--- config.mk ---
export PLATFORM = sky130hd
export DESIGN_NAME = div_issue_ctrl_flat
export DESIGN_NICKNAME = d
export VERILOG_FILES = /design/src/rtl/div_issue_ctrl_if.sv /design/src/rtl/div_issue_ctrl.sv /design/src/flat_wrapper.sv
export SDC_FILE = /design/constraint.sdc
export NUM_CORES = 1
export LEC_CHECK = 0
export BUFFER_PORTS_ARGS = -buffer_cell sky130_fd_sc_hd__buf_2
export CAP_MARGIN = 20
export CELL_PAD_IN_SITES_DETAIL_PLACEMENT = 0
export CELL_PAD_IN_SITES_GLOBAL_PLACEMENT = 1
export CORE_UTILIZATION = 31
export DETAILED_ROUTE_END_ITERATION = 6
export GPL_TIMING_DRIVEN = 0
export PLACE_DENSITY = 0.81
export SLEW_MARGIN = 20
export SYNTH_ARGS = -nofsm -noshare
export SYNTH_HDL_FRONTEND = slang
export SYNTH_SLANG_ARGS = --single-unit
--- constraint.sdc ---
create_clock -name clock -period 1.65 [get_ports clock]
set_input_delay 0.0825 -clock clock [delete_from_list [all_inputs] [get_ports clock]]
set_output_delay 0.0825 -clock clock [all_outputs]
set_load 0.02 [all_outputs]
--- src/rtl/div_issue_ctrl_if.sv ---
// ---------------------------------------------------------------------------
// div_issue_ctrl_if
//   Connection between the EX-stage divide issue controller and the
//   fixed-latency, level-start divider wrapper.
//
//   Signals
//     div_start    controller -> divider  level start, held high until done
//     div_unsigned controller -> divider  1 = unsigned divide (DIVU)
//     div_opa      controller -> divider  dividend (rs)
//     div_opb      controller -> divider  divisor (rt)
//     div_result   divider -> controller  {remainder, quotient}
//     div_done     divider -> controller  result valid this cycle
//
//   Modports
//     master  issue controller side
//     slave   divider side
// ---------------------------------------------------------------------------
interface div_issue_ctrl_if;
  logic        div_start;
  logic        div_unsigned;
  logic [31:0] div_opa;
  logic [31:0] div_opb;
  logic [63:0] div_result;
  logic        div_done;

  modport master (
    output div_start,
    output div_unsigned,
    output div_opa,
    output div_opb,
    input  div_result,
    input  div_done
  );

  modport slave (
    input  div_start,
    input  div_unsigned,
    input  div_opa,
    input  div_opb,
    output div_result,
    output div_done
  );
endinterface

--- src/rtl/div_issue_ctrl.sv ---
// ---------------------------------------------------------------------------
// div_issue_ctrl
//   EX-stage initiator for a fixed-latency, level-start divider. A DIV/DIVU
//   request seen in IDLE latches its operands and raises div_start, which is
//   held until the divider reports done. The pipeline is stalled for the
//   whole run. The 64-bit {remainder, quotient} is captured into HI/LO
//   holding registers and offered on the HI/LO write port until MEM accepts
//   it (pipe_ready) or the instruction is flushed.
//
//   Parameters
//     DIV_CYCLES     cycles from the first start-high cycle to done; must
//                    match the divider
//     TIMEOUT_SLACK  extra BUSY cycles tolerated before the sticky timeout
//
//   Ports
//     clock, reset   clock; synchronous active-low reset
//     req_valid      EX holds a DIV/DIVU this cycle
//     req_unsigned   1 = DIVU, 0 = DIV
//     req_opa/opb    dividend / divisor
//     flush          kills the EX instruction
//     pipe_ready     EX output accepted by MEM this cycle
//     stall_req      hold IF/ID/EX (combinational)
//     hilo_we        write HI/LO this cycle (combinational)
//     hi_out/lo_out  remainder / quotient holding registers
//     busy           controller not in IDLE (combinational)
//     timeout        sticky: done not seen within the allowed window
//     div            divider connection (master side)
// ---------------------------------------------------------------------------
module div_issue_ctrl #(
  parameter int unsigned DIV_CYCLES    = 36,
  parameter int unsigned TIMEOUT_SLACK = 2
) (
  input  logic                    clock,
  input  logic                    reset,
  input  logic                    req_valid,
  input  logic                    req_unsigned,
  input  logic [31:0]             req_opa,
  input  logic [31:0]             req_opb,
  input  logic                    flush,
  input  logic                    pipe_ready,
  output logic                    stall_req,
  output logic                    hilo_we,
  output logic [31:0]             hi_out,
  output logic [31:0]             lo_out,
  output logic                    busy,
  output logic                    timeout,
  div_issue_ctrl_if.master        div
);

  // BUSY-cycle count at which the run is declared overdue.
  localparam int unsigned LIMIT = DIV_CYCLES + TIMEOUT_SLACK;
  // One spare bit so the counter can saturate above LIMIT without wrapping
  // back onto it and re-triggering the compare.
  localparam int unsigned CNT_W = $clog2(LIMIT + 1) + 1;

  localparam logic [CNT_W-1:0] LIMIT_C = CNT_W'(LIMIT);
  localparam logic [CNT_W-1:0] CNT_MAX = {CNT_W{1'b1}};
  localparam logic [CNT_W-1:0] CNT_ONE = {{(CNT_W-1){1'b0}}, 1'b1};

  typedef enum logic [1:0] {
    ST_IDLE = 2'd0,
    ST_BUSY = 2'd1,
    ST_HOLD = 2'd2
  } state_t;

  state_t             state_r;
  state_t             next_state_s;

  logic               start_r;
  logic               div_unsigned_r;
  logic [31:0]        opa_r;
  logic [31:0]        opb_r;
  logic [31:0]        hi_r;
  logic [31:0]        lo_r;
  logic [CNT_W-1:0]   cnt_r;
  logic               timeout_r;

  logic               stall_req_s;
  logic               hilo_we_s;
  logic               busy_s;

  // Issue request that actually starts a division this cycle.
  logic               issue_s;
  assign issue_s = req_valid && !flush;

  // State register.
  always_ff @(posedge clock) begin
    if (!reset) begin
      state_r <= ST_IDLE;
    end else begin
      state_r <= next_state_s;
    end
  end

  // Next-state logic.
  always_comb begin
    next_state_s = state_r;
    case (state_r)
      ST_IDLE: begin
        // div_done here is stale and deliberately ignored.
        if (issue_s) begin
          next_state_s = ST_BUSY;
        end else begin
          next_state_s = ST_IDLE;
        end
      end
      ST_BUSY: begin
        // Flush wins over a coincident done: the result is discarded.
        if (flush) begin
          next_state_s = ST_IDLE;
        end else if (div.div_done) begin
          next_state_s = ST_HOLD;
        end else begin
          next_state_s = ST_BUSY;
        end
      end
      ST_HOLD: begin
        if (flush || pipe_ready) begin
          next_state_s = ST_IDLE;
        end else begin
          next_state_s = ST_HOLD;
        end
      end
      default: begin
        next_state_s = ST_IDLE;
      end
    endcase
  end

  // Pipeline-facing outputs decoded from the current state.
  always_comb begin
    stall_req_s = 1'b0;
    hilo_we_s   = 1'b0;
    busy_s      = 1'b0;
    case (state_r)
      ST_IDLE: begin
        // Stall in the request cycle itself so EX does not advance before
        // the divider has been started.
        stall_req_s = issue_s;
        hilo_we_s   = 1'b0;
        busy_s      = 1'b0;
      end
      ST_BUSY: begin
        stall_req_s = 1'b1;
        hilo_we_s   = 1'b0;
        busy_s      = 1'b1;
      end
      ST_HOLD: begin
        stall_req_s = 1'b0;
        hilo_we_s   = pipe_ready && !flush;
        busy_s      = 1'b1;
      end
      default: begin
        stall_req_s = 1'b0;
        hilo_we_s   = 1'b0;
        busy_s      = 1'b0;
      end
    endcase
  end

  // Divider drive, result capture, BUSY counter and timeout flag.
  always_ff @(posedge clock) begin
    if (!reset) begin
      start_r        <= 1'b0;
      div_unsigned_r <= 1'b0;
      opa_r          <= 32'd0;
      opb_r          <= 32'd0;
      hi_r           <= 32'd0;
      lo_r           <= 32'd0;
      cnt_r          <= {CNT_W{1'b0}};
      timeout_r      <= 1'b0;
    end else begin
      // Start is high exactly while the controller sits in BUSY, so it is
      // guaranteed low for at least the HOLD or flush cycle between runs and
      // the level-start divider always sees a clean restart.
      start_r <= (next_state_s == ST_BUSY);
      case (state_r)
        ST_IDLE: begin
          if (issue_s) begin
            opa_r          <= req_opa;
            opb_r          <= req_opb;
            div_unsigned_r <= req_unsigned;
            cnt_r          <= {CNT_W{1'b0}};
          end
        end
        ST_BUSY: begin
          // Operands stay untouched: the divider applies its sign fixup
          // combinationally from them for the whole run.
          if (cnt_r != CNT_MAX) begin
            cnt_r <= cnt_r + CNT_ONE;
          end
          if (div.div_done && !flush) begin
            hi_r <= div.div_result[63:32];
            lo_r <= div.div_result[31:0];
          end
          if (!div.div_done && (cnt_r == LIMIT_C)) begin
            timeout_r <= 1'b1;
          end
        end
        ST_HOLD: begin
          // Captured result is held until written or flushed.
        end
        default: begin
        end
      endcase
    end
  end

  assign div.div_start    = start_r;
  assign div.div_unsigned = div_unsigned_r;
  assign div.div_opa      = opa_r;
  assign div.div_opb      = opb_r;

  assign stall_req = stall_req_s;
  assign hilo_we   = hilo_we_s;
  assign busy      = busy_s;
  assign hi_out    = hi_r;
  assign lo_out    = lo_r;
  assign timeout   = timeout_r;

endmodule

--- src/flat_wrapper.sv ---
// flat-port wrapper written by rule: the top's interface ports become plain ports
module div_issue_ctrl_flat 
#(
  parameter int unsigned DIV_CYCLES    = 36,
  parameter int unsigned TIMEOUT_SLACK = 2
)
  (clock, reset, req_valid, req_unsigned, req_opa, req_opb, flush, pipe_ready, stall_req, hilo_we, hi_out, lo_out, busy, timeout, div_div_start, div_div_unsigned, div_div_opa, div_div_opb, div_div_result, div_div_done);
  div_issue_ctrl_if div_i ();
  input  logic clock;
  input  logic reset;
  input  logic req_valid;
  input  logic req_unsigned;
  input  logic [31:0] req_opa;
  input  logic [31:0] req_opb;
  input  logic flush;
  input  logic pipe_ready;
  output logic stall_req;
  output logic hilo_we;
  output logic [31:0] hi_out;
  output logic [31:0] lo_out;
  output logic busy;
  output logic timeout;
  output wire logic [$bits(div_i.div_start)-1:0] div_div_start;
  output wire logic [$bits(div_i.div_unsigned)-1:0] div_div_unsigned;
  output wire logic [$bits(div_i.div_opa)-1:0] div_div_opa;
  output wire logic [$bits(div_i.div_opb)-1:0] div_div_opb;
  input wire logic [$bits(div_i.div_result)-1:0] div_div_result;
  input wire logic [$bits(div_i.div_done)-1:0] div_div_done;
  assign div_div_start = div_i.div_start;
  assign div_div_unsigned = div_i.div_unsigned;
  assign div_div_opa = div_i.div_opa;
  assign div_div_opb = div_i.div_opb;
  assign div_i.div_result = div_div_result;
  assign div_i.div_done = div_div_done;
  div_issue_ctrl #(.DIV_CYCLES(DIV_CYCLES), .TIMEOUT_SLACK(TIMEOUT_SLACK)) u_core (.clock(clock), .reset(reset), .req_valid(req_valid), .req_unsigned(req_unsigned), .req_opa(req_opa), .req_opb(req_opb), .flush(flush), .pipe_ready(pipe_ready), .stall_req(stall_req), .hilo_we(hilo_we), .hi_out(hi_out), .lo_out(lo_out), .busy(busy), .timeout(timeout), .div(div_i));
endmodule
Yosys cells after proc, flatten, opt, wreduce, memory -nomap -nowiden
Index checks and enable logic that the tools add are counted.
- output and inout bits: 134
- register bits: 140
- logic and storage cells: 42
- equal/unequal tests: 7
- add/sub/neg operators: 1
- muxes and demuxes: 11
- reductions and logical operators: 14
- operator list (kind ; number):
    $mux 7 ; 2
    $pmux 7 s2 ; 1
    $add 7x1->7 const B ; 1
    $eq 7x6->1 const B ; 1
    $ne 7x7->1 const B ; 1
    $mux 2 ; 3
    $pmux 2 s3 ; 1
    $reduce_and 2->1 ; 3
    $eq 2x1->1 const B ; 2
    $logic_and 1x1->1 ; 4
    $ne 2x1->1 const B ; 2
    $mux 1 ; 3
    $reduce_and 3->1 ; 1
    $eq 2x2->1 const B ; 1
    $logic_not 1->1 ; 2
    $logic_not 2->1 ; 1
    $pmux 1 s2 ; 1
    $reduce_bool 2->1 ; 1
    $reduce_or 2->1 ; 1
    $logic_or 1x1->1 ; 1

Depth between registers and ports, before layout
Gate-level depths: netlist (run 1).
- depth after elaboration: 5
- depth in mapped cells: 9
- depth with buffers taken out: 6

Least setup slack after synthesis (run 1)
OpenSTA, ideal clock, no wires.
- kind: register to register
- from: register u_core.state_r[0]
- to: register u_core.opa_r[15], in the netlist u_core.div.div_opa[15]
- data required time: 1518 ps
- buffers on the path: 2
- data arrival time: 1275 ps
- stages on the path, launching flop included: 8
- period minus slack after synthesis: 1407 ps
- slack: 243 ps
- library setup time: 132 ps
- cell sequence: dfxtp_1 inv_1 ha_1 and3b_1 buf_4 buf_4 nand2_1 a21oi_1
- cells in the longest elaborated chain, start to end: 2
- RTL lines (what ; line ; source):
    start: declaration ; div_issue_ctrl.sv:66 ; state_t state_r;
    start signal: assignment ; div_issue_ctrl.sv:91 ; state_r <= next_state_s;
    $logic_not 2->1 ; div_issue_ctrl.sv:177 ; case (state_r)
    $reduce_and 2->1 (no source line) ; -- ;
    end signal: assignment ; div_issue_ctrl.sv:180 ; opa_r <= req_opa;
    end: declaration ; div_issue_ctrl.sv:71 ; logic [31:0] opa_r;
No other way between the ends.
A chain may end at the register's enable or synchronous reset.

Final worst setup path (run 1)
- from: register u_core.state_r[1]
- to: register u_core.hi_r[13], in the netlist u_core.hi_out[13]
- cells in the longest elaborated chain, start to end: 2
- RTL lines (what ; line ; source):
    $eq 2x1->1 ; div_issue_ctrl.sv:177 ;
    $reduce_and 2->1 (no source line) ; -- ;
    end signal: assignment ; div_issue_ctrl.sv:193 ; hi_r <= div.div_result[63:32];
    end: declaration ; div_issue_ctrl.sv:73 ; logic [31:0] hi_r;
No other way between the ends.

==> flow_summary_export.csv, run 1 <==
group,metric,value,unit
outcome,status,"finished, final reports clean",
clock_tree,worstSkewPairLatency,0.41,ns
drt,top_layer,"met4",
cells_and_area,drive_gt1_share,31.9,%
pwr,p_per_area,976,mW/mm²
synth,avgSynthCellArea,8.08,µm²
synth,synth_cells,633,
cells_and_area,antennaDiodeCount,0,
setup_path,end_kind,"flip-flop",
pwr,leakage,3.90,nW
synth,synth-seq-cells,140,
job,cap_violations,0,
sta,finalHoldViolCount,0,
clock_tree,numClockSinks,140,
synth,synth_cell_types,37,
grt,grt_overflow,0,
drt,wl_met1,7160,µm
setup_path,required,1.99,ns
clock_tree,cts_buffers,17,
placed_design,hpwl,11500,µm
pwr,pwr-share-comb,11.8,%
drt,dr.pass1.iters,4,
drt,met3_length,906,µm
grt,grt_max_degree,17,
die,ioPinCount,269,
placed_design,place.gp.congestion,0.731,
synth,syn_nets,774,
sta,worst_slew_pin_slew,0.556,ns
hold_path,min_path_type,"in -> reg",
pwr,swShare,23.0,%
synth,ys_warn_count,0,
die,die_w,130,µm
sta,grt_setup_unrepaired,"true",
setup_path,startpoint_type,"flip-flop",
grt,antenna_found_initial,0,
pwr,p_int,6.54,mW
clock_tree,cts.htree.levels,4,
sta,period_minus_slack,1.55,ns
cells_and_area,fillCellCount,1540,
die,start_util,32.0,%
pwr,power,8.50,mW
cells_and_area,most-common-layout-cells,"272 x buf_2, 263 x nand2_1, 138 x dfxtp_1, 129 x dlygate4sd3_1, 123 x a21oi_1",
setup_path,critPathMaxFanout,10,
pwr,clkPwrFrac,46.7,%
sta,setup_viol,0,
grt,first_global_vias,5275,
die,fp.coreArea,0.0160,mm²
drt,routedWlPerCell,13.4,µm
pwr,worst_ir_drop_vdd,650,µV
placed_design,place_inst,1117,
placed_design,dp_slack,-0.00998,ns
setup_path,worst-setup-path-type,"reg -> reg",
drt,vias,5692,
pwr,switchingPower,1.96,mW
synth,synth_fa_ha_area_share,1.47,%
sta,slew_headroom,62.9,%
pwr,p_seq_share,41.5,%
clock_tree,cts_tree,"done",
synth,ys_seq_area_share,54.8,%
sta,setup_slack,0.100,ns
die,die_y,130,µm
synth,synth_top_family_by_area,"simple AND/OR/NAND/NOR gates",
clock_tree,clock_path_buffers,2,
cells_and_area,area_delta_synth_final,70.4,%
synth,synth-simple-area-share,22.6,%
grt,grt.total_usage,19.4,%
drt,drt-total-wl,17100,µm
synth,synth_mux_area_share,0.196,%
synth,syn_area,0.00511,mm²
setup_path,arrival,1.89,ns
sta,max_freq,645,MHz
die,die_area,0.0170,mm²
sta,fin_skew,0.00826,ns
drt,drc,0,
synth,synth_compound_area_share,15.5,%
cells_and_area,final_nets,1192,
sta,min_period_over_period,93.9,%
drt,vias_per_cell,4.45,
drt,wl_met2,8580,µm
clock_tree,clk_pin_slew,0.06,ns
placed_design,io_buffers,268,
cells_and_area,final_common_cell,"buf_2",
cells_and_area,finalNonFillerCells,1279,
die,placementRows,46,
drt,route.antenna.remaining_nets,0,
drt,first_iter_violations,202,
placed_design,dpl-instance-area,0.00672,mm²
sta,fin_setup_tns,0,ns
cells_and_area,fin_area,0.00871,mm²
sta,slew_violations,0,
synth,synth_xor_area_share,0,%
grt,grt_pass1_wl,25300,µm
clock_tree,root_buffer,"clkbuf_16",
[state kept, by name, summed over array words and instances, names as in the netlist]
register,cells
u_core.cnt_r,7
u_core.div.div_opa,32
u_core.div.div_opb,32
u_core.div.div_start,1
u_core.div.div_unsigned,1
u_core.hi_out,32
u_core.lo_out,32
u_core.state_r,2
u_core.timeout,1
[cell usage after synthesis, drive strengths merged]
cell	count	area, µm²
nand2	264	993
a41oi	1	8.76
o21ai	5	25.0
a21oi	125	629
a21boi	10	75.1
buf	31	213
or4b	1	10.0
a211oi	2	15.0
and3b	1	8.76
mux2i	1	10.0
ha	6	75.1
o21a	1	7.51
nor2b	3	18.8
or2	1	6.26
o32ai	2	17.5
nand4	2	12.5
nand3	5	25.0
clkinv	1	3.75
dfxtp	140	2800
inv	5	18.8
nor2	3	11.3
nor3b	1	12.5
nand2b	3	18.8
nor4	1	6.26
o22ai	1	12.5
nand3b	1	7.51
nor3	2	10.0
clkbuf	12	45.0
or3	1	6.26
and3	1	6.26
[critical path: stages, from the launching register on]
cell,delay [ns]
dfxtp_2,0.33
inv_2,0.07
ha_1,0.16
buf_6,0.14
inv_4,0.06
nor3b_4,0.20
buf_6,0.17
buf_6,0.15
nand2_1,0.07
a21oi_1,0.12
[routing by layer]
metal,global-route usage (%),vias to the layer above
met5,0,-
met4,9.53,0
met1,21.9,2596
li1,-,2894
met2,34.0,169
met3,5.01,33
[cells by family (layout without fill, tap and decap cells)]
| family | after synthesis | in the layout |
|---|---|---|
| simple gates | 290 | 290 |
| flops | 140 | 140 |
| fa+ha+maj | 6 | 6 |
| mux | 1 | 1 |
| buf+inv | 49 | 479 |
| compound gates | 147 | 147 |
[through the flow]
| step | utilization [%] | hold slack, ns |
|---|---|---|
| finish | 54.5 | 0.0264 |
| global route | 54.5 | 0.0143 |
| CTS | 54.2 | 0.0111 |
| detailed placement | 42.0 | 0.327 |
| global placement | 42.0 | 0.323 |
| floorplan | - | 0.217 |
[power by group through the flow]
stage	registers (mW)	logic (mW)	clock network [mW]
after floorplan	3.72	0.265	0
after global placement	3.60	0.740	0
after detailed placement	3.60	0.742	0
after CTS	3.53	0.993	4.07
after global routing	3.54	1.09	4.23
final	3.53	1.00	3.97
[path summary, 6_finish.rpt]
check,from,end,slack (ns),depth (start not counted)
setup / recovery,u_core.state_r[1]$_SDFF_PN0_,u_core.hi_out[13]$_SDFFE_PN0P_,0.10,9
hold / removal,reset,u_core.lo_out[3]$_SDFFE_PN0P_,0.03,2
setup reg to reg,u_core.state_r[1]$_SDFF_PN0_,u_core.hi_out[13]$_SDFFE_PN0P_,0.10,9
hold reg to reg,u_core.div.div_opb[30]$_SDFFE_PN0N_,u_core.div.div_opb[30]$_SDFFE_PN0N_,0.45,2
[final cells by class]
cell class / count / area [µm²] / area share [%]
Sequential cell: 140 / 2810 / 32.2
Timing Repair Buffer: 399 / 2650 / 30.4
Multi-Input combinational cell: 444 / 2050 / 23.5
Clock buffer: 20 / 447 / 5.13
Buffer: 43 / 295 / 3.39
Tap cell: 216 / 270 / 3.10
Clock inverter: 11 / 169 / 1.94
Inverter: 6 / 25.0 / 0.287
[timing repair]
action                     4_1_cts  5_1_grt
setup endpoints to repair       50       97
hold buffers                   129        0
hold endpoints to repair       129        0
resized for setup               10       15
pin swaps                        1        0
cloned                           0        1
setup buffers                    1        0
(Power assumes the default switching activity.)
==> run 2, diff against run 1 <==
Settings changed: ABC_AREA set to 1, CTS_BUF_LIST set to sky130_fd_sc_hd__clkbuf_4.
==> run 2 against run 1 <==
  * Combinational power is 28% higher
  * Non-clock buffer count rose by 5
  * Via count increased by 3.1%
  * Clock power fell by 45%
  * Die area increased by 2.6%
  * Flip-flop and latch count did not move
  * Power fell by 17%
  * Worst setup slack gained 0.0055 ns
==> flow_summary_export.csv, run 2 <==
group,metric,value,unit
outcome,status,"finished, final reports clean",
pwr,switchingPower,2.00,mW
sta,fin_skew,0.0130,ns
sta,finalHoldViolCount,0,
setup_path,crit_start,"u_core.state_r[1]$_SDFF_PN0_",
synth,yosysTopAreaCell,"dfxtp_1",
cells_and_area,final_nets,1234,
drt,dr.pass1.iters,4,
grt,grt_overflow,0,
setup_path,reg2reg_depth,7,
setup_path,startpoint_type,"flip-flop",
setup_path,crit_end,"hilo_we",
cells_and_area,final_common_cell,"buf_2",
setup_path,r2r-start,"u_core.state_r[1]$_SDFF_PN0_",
cells_and_area,finish.utilization,51.9,%
synth,synth_cells,670,
placed_design,io_buffers,267,
sta,max_freq,648,MHz
sta,holdWs,0.150,ns
synth,async_reset_ff_share,0,%
placed_design,dp_slack,-0.0799,ns
clock_tree,cts_buffers,17,
synth,synth_area_leaders,"dfxtp_1 53%, nor2_1 10%, a21oi_1 6.6%",
synth,avgSynthCellArea,7.83,µm²
job,cap_violations,0,
pwr,leakage,3.94,nW
synth,syn_area,0.00525,mm²
placed_design,place_inst,1157,
die,start_util,31.7,%
pwr,swShare,28.3,%
grt,first_global_vias,5754,
synth,synth-edff-count,0,
pwr,power,7.07,mW
grt,grt.total_usage,20.4,%
clock_tree,cts.htree.levels,4,
synth,synth_ff_type,"dfxtp_1",
clock_tree,clock_path_buffers,2,
cells_and_area,finalNonFillerCells,1327,
drt,first_iter_violations,224,
clock_tree,clk_pin_slew,0.12,ns
setup_path,path_delay_family,"flip-flops",
pwr,p_int,5.07,mW
die,placementRows,47,
placed_design,dpl-instance-area,0.00686,mm²
clock_tree,worstSkewPairLatency,0.53,ns
sta,setup_slack,0.106,ns
die,die_w,132,µm
synth,ys_warn_count,0,
pwr,worst_ir_drop_vdd,455,µV
sta,slew_headroom,69.0,%
clock_tree,root_buffer,"clkbuf_4",
grt,grt_max_degree,17,
cells_and_area,drive_gt1_share,31.0,%
cells_and_area,seq_area,0.00281,mm²
synth,syn_nets,811,
setup_path,critPathMaxFanout,2,
drt,route.antenna.remaining_nets,0,
setup_path,critPathMaxStageDelay,0.37,ns
cells_and_area,area_delta_synth_final,63.4,%
setup_path,end_kind,"output port",
setup_path,required,1.57,ns
sta,fin_setup_tns,0,ns
setup_path,rrSetupSlack,0.12,ns
sta,worst_slew_pin_slew,0.465,ns
pwr,pwr-share-comb,18.1,%
grt,antenna_found_initial,1,
drt,routedWlPerCell,13.5,µm
synth,synthTopCellsByCount,"145 x nor2_1, 140 x dfxtp_1, 81 x inv_1",
sta,period_minus_slack,1.54,ns
setup_path,critPathBufInv,2,
synth,synth.top_cell.area_share,53.4,%
grt,grt_pass1_wl,28200,µm
pwr,p_seq_share,51.0,%
drt,vias,5870,
drt,vias_per_cell,4.42,
synth,synth-seq-cells,140,
cells_and_area,fin_area,0.00857,mm²
die,die_y,132,µm
setup_path,critPathSlowestCell,"dfxtp_2",
hold_path,min_path_type,"in -> reg",
synth,yosys.cell_count.top_type,"nor2_1",
die,fp.coreArea,0.0165,mm²
synth,ys_seq_area_share,53.4,%
sta,slew_violations,0,
placed_design,hpwl,12100,µm
cells_and_area,multi_input_area,0.00193,mm²
setup_path,critical_path_depth,5,
setup_path,arrival,1.46,ns
die,die_area,0.0174,mm²
synth,synth_cell_types,25,
clock_tree,numClockSinks,140,
pwr,clkPwrFrac,30.9,%
clock_tree,cts_tree,"done",
cells_and_area,fillCellCount,1629,
setup_path,worstPathCellList,"buf_4, ha_1, nand2_1, nor2_1, buf_2",
setup_path,worst-setup-path-type,"reg -> out",
drt,drt-total-wl,17900,µm
die,ioPinCount,269,
sta,setup_viol,0,
placed_design,place.gp.congestion,0.808,
sta,min_period_over_period,93.6,%
pwr,p_per_area,825,mW/mm²
drt,drc,0,
setup_path,reg2reg_to,"u_core.hi_out[3]$_SDFFE_PN0P_",
cells_and_area,most-common-layout-cells,"281 x buf_2, 145 x nor2_1, 138 x dfxtp_1, 133 x dlygate4sd3_1, 79 x inv_1",
-- run 2: cell families (layout without fill, tap and decap cells) --
kind of cell	Yosys count	count (layout)	synth area share [%]
buffers and inverters	126	562	10.7
DFF	140	140	53.4
adders and majority gates	6	6	1.43
and+or+nand+nor	193	193	14.6
other	0	1	0
AOI/OAI and AO/OA	205	205	19.9
-- run 2: power groups by stage --
stage | sequential, mW | clock (mW) | combinational [mW]
6_report | 3.61 | 2.19 | 1.28
4_1_cts | 3.61 | 2.29 | 1.26
5_1_grt | 3.63 | 2.41 | 1.40
2_1_floorplan | 3.87 | 0 | 0.379
3_5_place_dp | 3.68 | 0 | 0.987
3_3_place_gp | 3.68 | 0 | 0.985
-- run 2: worst min-delay path: stages --
cell	delay [ns]
buf_2	0.17
buf_2	0.23
o21ai_0	0.10
a21oi_1	0.04
-- run 2: worst min path at each step --
stage                      from                                   to  slack [ns]  cells past startpoint
floorplan           req_opb[10]  u_core.div.div_opb[10]$_SDFFE_PN0N_        0.23                      2
global placement     req_opb[7]   u_core.div.div_opb[7]$_SDFFE_PN0N_        0.32                      3
detailed placement   req_opb[2]   u_core.div.div_opb[2]$_SDFFE_PN0N_        0.32                      3
CTS                       reset        u_core.hi_out[4]$_SDFFE_PN0P_        0.12                      4
global route              reset        u_core.lo_out[2]$_SDFFE_PN0P_        0.14                      4
finish                    reset        u_core.lo_out[3]$_SDFFE_PN0P_        0.15                      4
-- run 2: timing repair --
action,4_1_cts,5_1_grt
buffers inserted,3,1
pin swaps,2,0
setup endpoints to repair,58,11
hold buffers,133,0
resized for setup,16,7
endpoints found under the hold margin,135,0
-- run 2: area by class of cell --
| class | count | share of cell area (%) |
|---|---|---|
| flip-flops and latches | 140 | 32.7 |
| repair buffers | 404 | 31.5 |
| multi-input cells | 404 | 22.5 |
| inverters | 83 | 3.72 |
| well taps | 220 | 3.21 |
| plain buffers | 43 | 3.02 |
| clock buffers | 20 | 1.75 |
| clock inverters | 12 | 1.44 |
| diodes | 1 | 0.0292 |
-- run 2: metal layers --
layer,routed length (µm),track usage (%)
met2,8820,35.6
met5,0,0
met3,813,4.61
met4,616,10.3
met1,7660,23.4
